**config.mk**
```make
export PLATFORM = sky130hd
export DESIGN_NAME = shift_rows_1
export DESIGN_NICKNAME = d
export VERILOG_FILES = /design/src/rtl/aes_pkg.sv /design/src/rtl/shift_rows_1_perm.sv /design/src/rtl/shift_rows_1.sv
export SDC_FILE = /design/constraint.sdc
export NUM_CORES = 1
export LEC_CHECK = 0
export CORE_AREA = 2 2 108 110
export CTS_BUF_LIST = sky130_fd_sc_hd__clkbuf_8
export CTS_CLUSTER_SIZE = 8
export DETAILED_ROUTE_END_ITERATION = 7
export DIE_AREA = 0 0 110 112
export PLACE_DENSITY = 0.86
export SYNTH_ARGS = -nofsm -noshare
export SYNTH_HDL_FRONTEND = slang
export SYNTH_SLANG_ARGS = --single-unit
```
**constraint.sdc**
```tcl
create_clock -name clk -period 1.9 [get_ports clk]
set_input_delay 0.285 -clock clk [delete_from_list [all_inputs] [get_ports clk]]
set_output_delay 0.285 -clock clk [all_outputs]
set_load 0.01 [all_outputs]
```
**src/rtl/aes_pkg.sv**
```systemverilog
// aes_pkg: shared AES state types and the byte-layout helper.
//   state_t  : 128-bit AES state, byte k = state[8k+7:8k]
//   byte_t   : one state byte
//   NB       : number of state columns (4)
//   NR_ROWS  : number of state rows (4)
//   byte_idx : flat byte index of (row, col) for a given layout
//              (row_major=1: row*NB+col, row_major=0: col*NR_ROWS+row)
package aes_pkg;

  typedef logic [127:0] state_t;
  typedef logic [7:0]   byte_t;

  localparam int NB      = 4;
  localparam int NR_ROWS = 4;

  function automatic int byte_idx(input int row, input int col, input int row_major);
    if (row_major != 0) begin
      return row * NB + col;
    end else begin
      return col * NR_ROWS + row;
    end
  endfunction

endpackage

```
**src/rtl/shift_rows_1_perm.sv**
```systemverilog
// shift_rows_1_perm: combinational AES ShiftRows / InvShiftRows byte rewiring.
//   Parameter ROW_MAJOR : 1 = byte k at (k/4, k%4), 0 = byte k at (k%4, k/4)
//   state  (in)  : 128-bit input state
//   inv    (in)  : 1 = InvShiftRows (rotate row r right by r), 0 = forward
//   result (out) : permuted state, same byte layout as state
module shift_rows_1_perm
  import aes_pkg::*;
#(
  parameter int ROW_MAJOR = 1
) (
  input  logic [127:0] state,
  input  logic         inv,
  output logic [127:0] result
);

  // One destination byte per iteration; the source column depends on the
  // direction, so each output byte is a 2:1 mux of two fixed input bytes.
  genvar gi;
  generate
    for (gi = 0; gi < NB * NR_ROWS; gi = gi + 1) begin : g_byte
      localparam int ROW     = (ROW_MAJOR != 0) ? (gi / NB) : (gi % NR_ROWS);
      localparam int COL     = (ROW_MAJOR != 0) ? (gi % NB) : (gi / NR_ROWS);
      localparam int SRC_FWD = byte_idx(ROW, (COL + ROW) % NB, ROW_MAJOR);
      localparam int SRC_INV = byte_idx(ROW, (COL - ROW + NB) % NB, ROW_MAJOR);

      assign result[8*gi +: 8] = inv ? state[8*SRC_INV +: 8] : state[8*SRC_FWD +: 8];
    end
  endgenerate

endmodule

```
**src/rtl/shift_rows_1.sv**
```systemverilog
// shift_rows_1: registered AES ShiftRows stage (1-cycle latency).
//   Parameter ROW_MAJOR : state byte layout (1 = row-major, 0 = FIPS column-major)
//   Optional macro SHIFT_ROWS_INV_EN adds the inv port (InvShiftRows select).
//   clk       (in)  : rising-edge clock
//   rst       (in)  : synchronous active-high reset, priority over in_valid
//   inv       (in)  : [SHIFT_ROWS_INV_EN only] 1 = inverse, 0 = forward
//   in_valid  (in)  : qualifies in
//   in        (in)  : input state, byte k = in[8k+7:8k]
//   out_valid (out) : out holds a state computed on the previous edge
//   out       (out) : shifted state, held while in_valid=0
module shift_rows_1
  import aes_pkg::*;
#(
  parameter int ROW_MAJOR = 1
) (
  input  logic         clk,
  input  logic         rst,
`ifdef SHIFT_ROWS_INV_EN
  input  logic         inv,
`endif
  input  logic         in_valid,
  input  logic [127:0] in,
  output logic         out_valid,
  output logic [127:0] out
);

  state_t perm_next;
  state_t out_reg;
  logic   out_valid_reg;
  logic   inv_sel;

`ifdef SHIFT_ROWS_INV_EN
  assign inv_sel = inv;
`else
  assign inv_sel = 1'b0;
`endif

  shift_rows_1_perm #(
    .ROW_MAJOR (ROW_MAJOR)
  ) u_perm (
    .state  (in),
    .inv    (inv_sel),
    .result (perm_next)
  );

  // The data register only loads on in_valid, so garbage on in during idle
  // cycles never reaches out.
  always_ff @(posedge clk) begin
    if (rst) begin
      out_reg       <= '0;
      out_valid_reg <= 1'b0;
    end else begin
      out_valid_reg <= in_valid;
      if (in_valid) begin
        out_reg <= perm_next;
      end
    end
  end

  assign out       = out_reg;
  assign out_valid = out_valid_reg;

endmodule

```
# Yosys cells after proc, flatten, opt, wreduce, memory -nomap -nowiden
# Index checks and enable logic that the tools add are counted.
dict set report word_totals {
  register_bits 129
}

# Longest topological paths before layout
# Gate-level depths: netlist of run 1.
dict set report logic_depth {
  word_depth 0
  depth_mapped 5
  depth_no_buf 2
}

# By module
# Synthesis of run 1 repeated with hierarchy kept, for this count alone.
dict set report unflattened {
  hier_cells 551
  area_unflattened_um2 6228.5
}
# mod instances cells_each seq_area_each_um2 area_per_inst_um2
set by_module_without_submodules {}
lappend by_module_without_submodules {shift_rows_1 1 416 2582.5 4670.7}
lappend by_module_without_submodules {shift_rows_1_perm 1 135 0.0 1557.7}

# Worst setup path before layout of run 1
# Ideal clock, no wire load.
dict set report synth_path {
  kind {in2reg}
  startpoint {in in_valid}
  endpoint {reg out_reg[100] (netlist: out[100])}
  arrival_ns 0.915
  setup_ns 0.128
  path_buffers 3
  cell_stages 5
  setup_slack_ns 0.858
  t_required_ns 1.772
  cell_sequence {buf_4 -> buf_12 -> buf_12 -> mux2i_1 -> nor2_1}
}
# item line_no
set synth_rtl {}
lappend synth_rtl {{from (decl)} shift_rows_1.sv:21} ;# input logic in_valid,
lappend synth_rtl {{to (signal assigned)} shift_rows_1.sv:55} ;# out_reg <= perm_next;
lappend synth_rtl {{to (decl)} shift_rows_1.sv:28} ;# state_t out_reg;

# Worst setup path after layout of run 1
dict set report layout_path {
  startpoint {reg out_reg[88] (netlist: out[88])}
  endpoint {out out[88]}
}
# item line_no
set layout_rtl {}
lappend layout_rtl {{to (decl)} shift_rows_1.sv:24} ;# output logic [127:0] out
# No word-level cell between the ends.

==> results of run 1 <==
## routing by layer
layer	wire, µm	up-vias
li1	-	1890
met1	4685	1816
met2	6384	185
met3	1111	42
met4	525	0
met5	0	-
## cell type report
cell class,count,area (µm²)
flip-flops and latches,129,2582
clock inverters,14,173.9
repair buffers,269,2716
clock buffers,18,247.7
fillers,841,3507
well taps,143,178.9
multi-input cells,257,1768
## cell usage after synthesis, drive strengths merged
| cell | n |
|---|---|
| dfxtp | 129 |
| clkbuf | 12 |
| nor2b | 1 |
| nor2 | 128 |
| buf | 17 |
| mux2i | 128 |
## through the flow
step                total power [mW]  area (µm²)
finish                         6.472        7667
global route                   6.741        7667
global placement               4.045        7246
floorplan                      3.452        4667
CTS                            6.552        7667
detailed placement             4.081        7246
## where the power goes
group / switching, mW / internal, mW
logic: 0.398 / 0.669
clock network: 1.01 / 1.44
registers: 0.0843 / 2.87
total: 1.50 / 4.98
## placed cells by master (no fill, tap or decap)
cell	Yosys	routed
clkdlybuf4s50_1	0	257
dfxtp_1	129	129
mux2i_1	128	128
nor2_1	128	128
clkbuf_8	0	18
buf_4	2	7
inv_1	0	4
bufinv_16	0	4
buf_12	11	4
clkinv_2	0	3
clkinvlp_4	0	2
nor2b_1	1	1
clkinv_4	0	1
buf_6	1	1
## final timing paths
check	end	slack, ns	depth (start not counted)
setup / recovery	out[88]	0.28	1
hold / removal	out_valid	0.29	2
setup reg to reg	out[95]	1.22	2
hold reg to reg	out[54]	0.49	2
## logic make-up after synthesis
| kind of cell | synth area share [%] |
|---|---|
| flops | 55.34 |
| simple gates | 10.43 |
| mux | 27.45 |
| buf+inv | 6.783 |
==> qor.txt, run 1 <==
RSZ-0062 raised after global routing: false
PwrDens: 844.1 nW/µm²
Layout Nets: 805
Final cell count without fillers: 830
Ant diodes: 0
Most used routing layer: met2
Seq/Total Area, Yosys: 55.34%
Status: finished, final reports clean
Hold buffers post-CTS: 0
Syn_area_per_cell: 11.25 µm²
Hold crit path type: primary input to flip-flop
Final GP Congestion: 0.7525
Worst-path clk slew: 0.07 ns
CP Class: flip-flop to output port
Leading area contributor after synthesis: dfxtp_1
Congestion Overflow GR: 0
Bufs and invs on worst path: 1
Post-synth top area share: 55.34%
CP Launch Point: out[88]
Peak VDD IR: 0.0005450 V
Layout cells sized above 1: 5.822%
Max Fclk: 616.7 MHz
Die area: 12320 µm²
PortBufs: 259
Cells after synthesis: 415
Initial Util: 41.76%
Via Count: 3933
Vias in the first global route: 4133
Antenna-violating nets left: 0
Initial antenna violation count: 0
Crit Path Max Fanout: 2
Leakage: 3.317 nW
CTS root buf: clkbuf_8
Iteration-0 DRC Markers: 117
Reg-to-reg critical path startpoint: out[95]
Hold Slack: 0.2940 ns
CTS tree: yes
Per-cell routed wire length: 15.31 µm
Grt met3 use: 7.026%
Largest delay share family, worst path: buffers and inverters
Clk_lat worst skew: 0.42 ns
Top cells by area, synth: dfxtp_1 55%, mux2i_1 27%, nor2_1 10%, buf_12 4.7%, clkbuf_1 0.97%
Worst slew margin: 69.65%
CP max stage delay: 0.58 ns
Hold Vio Cnt, Final: 0
Hold path startpoint: in_valid
Max reg flops: 128
Post-synthesis register bit count: 129
Cts bufs inserted: 17
Routed WL: 12.71 mm
Setup WS pre-CTS: 0.5650 ns
Core Area: 11170 µm²
P&R area growth vs syn: 64.29%
CTS max path bufs: 2
Mapped Area: 4667 µm²
Max-slew violations: 0
Post-CTS sizing: 0
Worst setup SP type: flip-flop
Max-Cap Viols: 0
Worst setup EP type: output port
First-pass detailed-route iteration total: 6
Worst Max-Slew Pin Slew: 0.4553 ns
Met2 GRT Util: 35.87%
Post-DR vias/cell: 4.739
Clk sinks: 129
H-Tree Depth: 4
Period utilization: 85.34%
Final min period: 1.622 ns
Met1 Resource Use GR: 21.25%
Final Worst Setup Slack: 0.2785 ns
Worst clock skew: 0 ns
Critical path cell sequence: clkdlybuf4s50_1
# placed instances: 798
I/O pin cnt: 260
Row count: 39
Cell variety after synth: 10
CP arrival: 1.34 ns
Die Span X: 110 µm
Largest net degree at the start of global routing: 83
Warnings, synthesis: 0
Die span in y: 112 µm
Post-CTS setup buffers: 0
Crit-path slowest cell: clkdlybuf4s50_1
Post-synth net total: 546
Setup_tns: 0 ns
First-pass GRT wire length: 19.62 mm
Layout Utilization: 68.61%
Gr usage total: 20.61%
DPL Wire Length: 9.354 mm
DRC viols: 0
Final setup violation count: 0
Critical Path RT: 1.62 ns
Note: power is estimated with default switching activity, not from simulation.
==> run 2: changes to the inputs <==
clock period = 2 ns   (was 1.9 ns; I/O delays follow)
==> qor.txt, run 2 (synthesis gave the netlist of run 1 again) <==
Worst setup SP type: flip-flop
Register area: 2582 µm² (unchanged)
DRC viols: 0 (unchanged)
Largest net degree at the start of global routing: 83 (unchanged)
Setup_tns: 0 ns (unchanged)
Critical path cell sequence: clkdlybuf4s50_1
Gr usage total: 20.49% (-0.12 points)
Final setup violation count: 0 (unchanged)
Commonest non-fill, non-tap cell in the layout: clkdlybuf4s50_1
Per-cell routed wire length: 15.14 µm (-1.1%)
Status: finished, final reports clean
Initial antenna violation count: 0 (unchanged)
Final Worst Setup Slack: 0.3371 ns (+0.05869 ns)
Hold Vio Cnt, Final: 0 (unchanged)
Bufs and invs on worst path: 1 (unchanged)
Die Span X: 110 µm (unchanged)
Worst clock skew: 0 ns (unchanged)
P&R area growth vs syn: 63.40%
Initial Util: 41.76% (unchanged)
Post-CTS sizing: 0 (unchanged)
Congestion Overflow GR: 0 (unchanged)
CTS max path bufs: 2 (unchanged)
Filler instances: 848 (+0.83%)
Clk_lat worst skew: 0.42 ns (about the same)
I/O pin cnt: 260 (unchanged)
Worst Max-Slew Pin Slew: 0.4655 ns (+0.01025 ns)
Core Area: 11170 µm² (unchanged)
Leakage: 3.286 nW (-0.94%)
Multi-input combinational cell area: 1768 µm² (unchanged)
Post-DR vias/cell: 4.669 (-1.5%)
CP arrival: 1.36 ns (+0.02 ns)
Hold buffers post-CTS: 0 (unchanged)
Critical Path RT: 1.70 ns (+0.08 ns)
H-Tree Depth: 4 (unchanged)
Worst setup EP type: output port
First-pass GRT wire length: 19.43 mm (-0.98%)
Largest delay share family, worst path: buffers and inverters
Max-Cap Viols: 0 (unchanged)
Worst-path clk slew: 0.08 ns (about the same)
Setup WS pre-CTS: 0.6310 ns (+0.06603 ns)
Max-slew violations: 0 (unchanged)
Clk sinks: 129 (unchanged)
Ant diodes: 0 (unchanged)
Routed WL: 12.54 mm (-1.3%)
Iteration-0 DRC Markers: 137 (+17%)
PortBufs: 259 (unchanged)
First-pass detailed-route iteration total: 4 (-2)
PwrDens: 779.0 nW/µm² (-7.7%)
Crit Path Max Fanout: 2 (unchanged)
CP max stage delay: 0.58 ns (about the same)
RSZ-0062 raised after global routing: false
Layout Nets: 803 (-0.25%)
Max reg flops: 128 (unchanged)
Antenna-violating nets left: 0 (unchanged)
Layout cells sized above 1: 5.693% (-0.13 points)
# placed instances: 796 (-0.25%)
Hold crit path type: primary input to flip-flop
Period utilization: 83.14%
CP Class: flip-flop to output port
Cts bufs inserted: 17 (unchanged)
CTS root buf: clkbuf_8
Vias in the first global route: 3973 (-3.9%)
DPL Wire Length: 9.311 mm (-0.46%)
Most frequent cells in the layout: 257 x clkdlybuf4s50_1, 129 x dfxtp_1, 128 x mux2i_1, 128 x nor2_1, 19 x clkbuf_8
Final GP Congestion: 0.7213 (-4.1%)
Final cell count without fillers: 828 (-0.24%)
CTS tree: yes
Worst slew margin: 68.97% (-0.68 points)
Peak VDD IR: 0.0004924 V (-9.6%)
Final min period: 1.663 ns
Post-CTS setup buffers: 0 (unchanged)
Crit-path slowest cell: clkdlybuf4s50_1
Die span in y: 112 µm (unchanged)
Row count: 39 (unchanged)
Max Fclk: 601.4 MHz
Via Count: 3866 (-1.7%)
Die area: 12320 µm² (unchanged)
[run 2: cell types whose count changed in the layout (fill, tap and decap cells not counted), sizes merged]
cell,previous run,this run
clkinvlp,2,4
buf,12,10
inv,4,3
clkbuf,18,19
bufinv,4,2
[run 2: worst paths after layout]
| kind | end | slack (ns) | cells after the start | start |
|---|---|---|---|---|
| max reg2reg | out[71] | 1.32 | 2 | out[71] |
| min | out_valid | 0.31 | 2 | in_valid |
| min reg2reg | out[54] | 0.49 | 2 | out[54] |
| max | out[108] | 0.34 | 1 | out[108] |
[run 2: cell type report]
class	instances	share of cell area (%)
multi-input combinational	257	23.18
tap	143	2.346
sequential	129	33.86
clock inverter	13	1.591
timing repair buffer	267	35.59
clock buffer	19	3.429
[run 2: layer usage]
metal	global-route usage, %	routed length, µm	up-vias
li1	-	-	1886
met1	21.11	4567	1769
met2	34.68	6265	175
met3	9.075	1297	36
met4	10.38	406	0
met5	0	0	-
[run 2: power breakdown]
part	switching, mW	internal, mW
Clock	0.979	1.15
Combinational	0.375	0.635
Sequential	0.0796	2.72
Total	1.43	4.51
[run 2: metrics by stage]
stage               hold slack, ns  area (µm²)  total power [mW]  utilization [%]
finish                      0.3124        7626             5.941            68.25
global route                0.3033        7626             6.205            68.25
CTS                         0.2813        7626             6.012            68.25
detailed placement          0.4811        7243             3.877            64.82
global placement            0.4725        7243             3.843            64.82
floorplan                   0.4472        4667             3.280                -
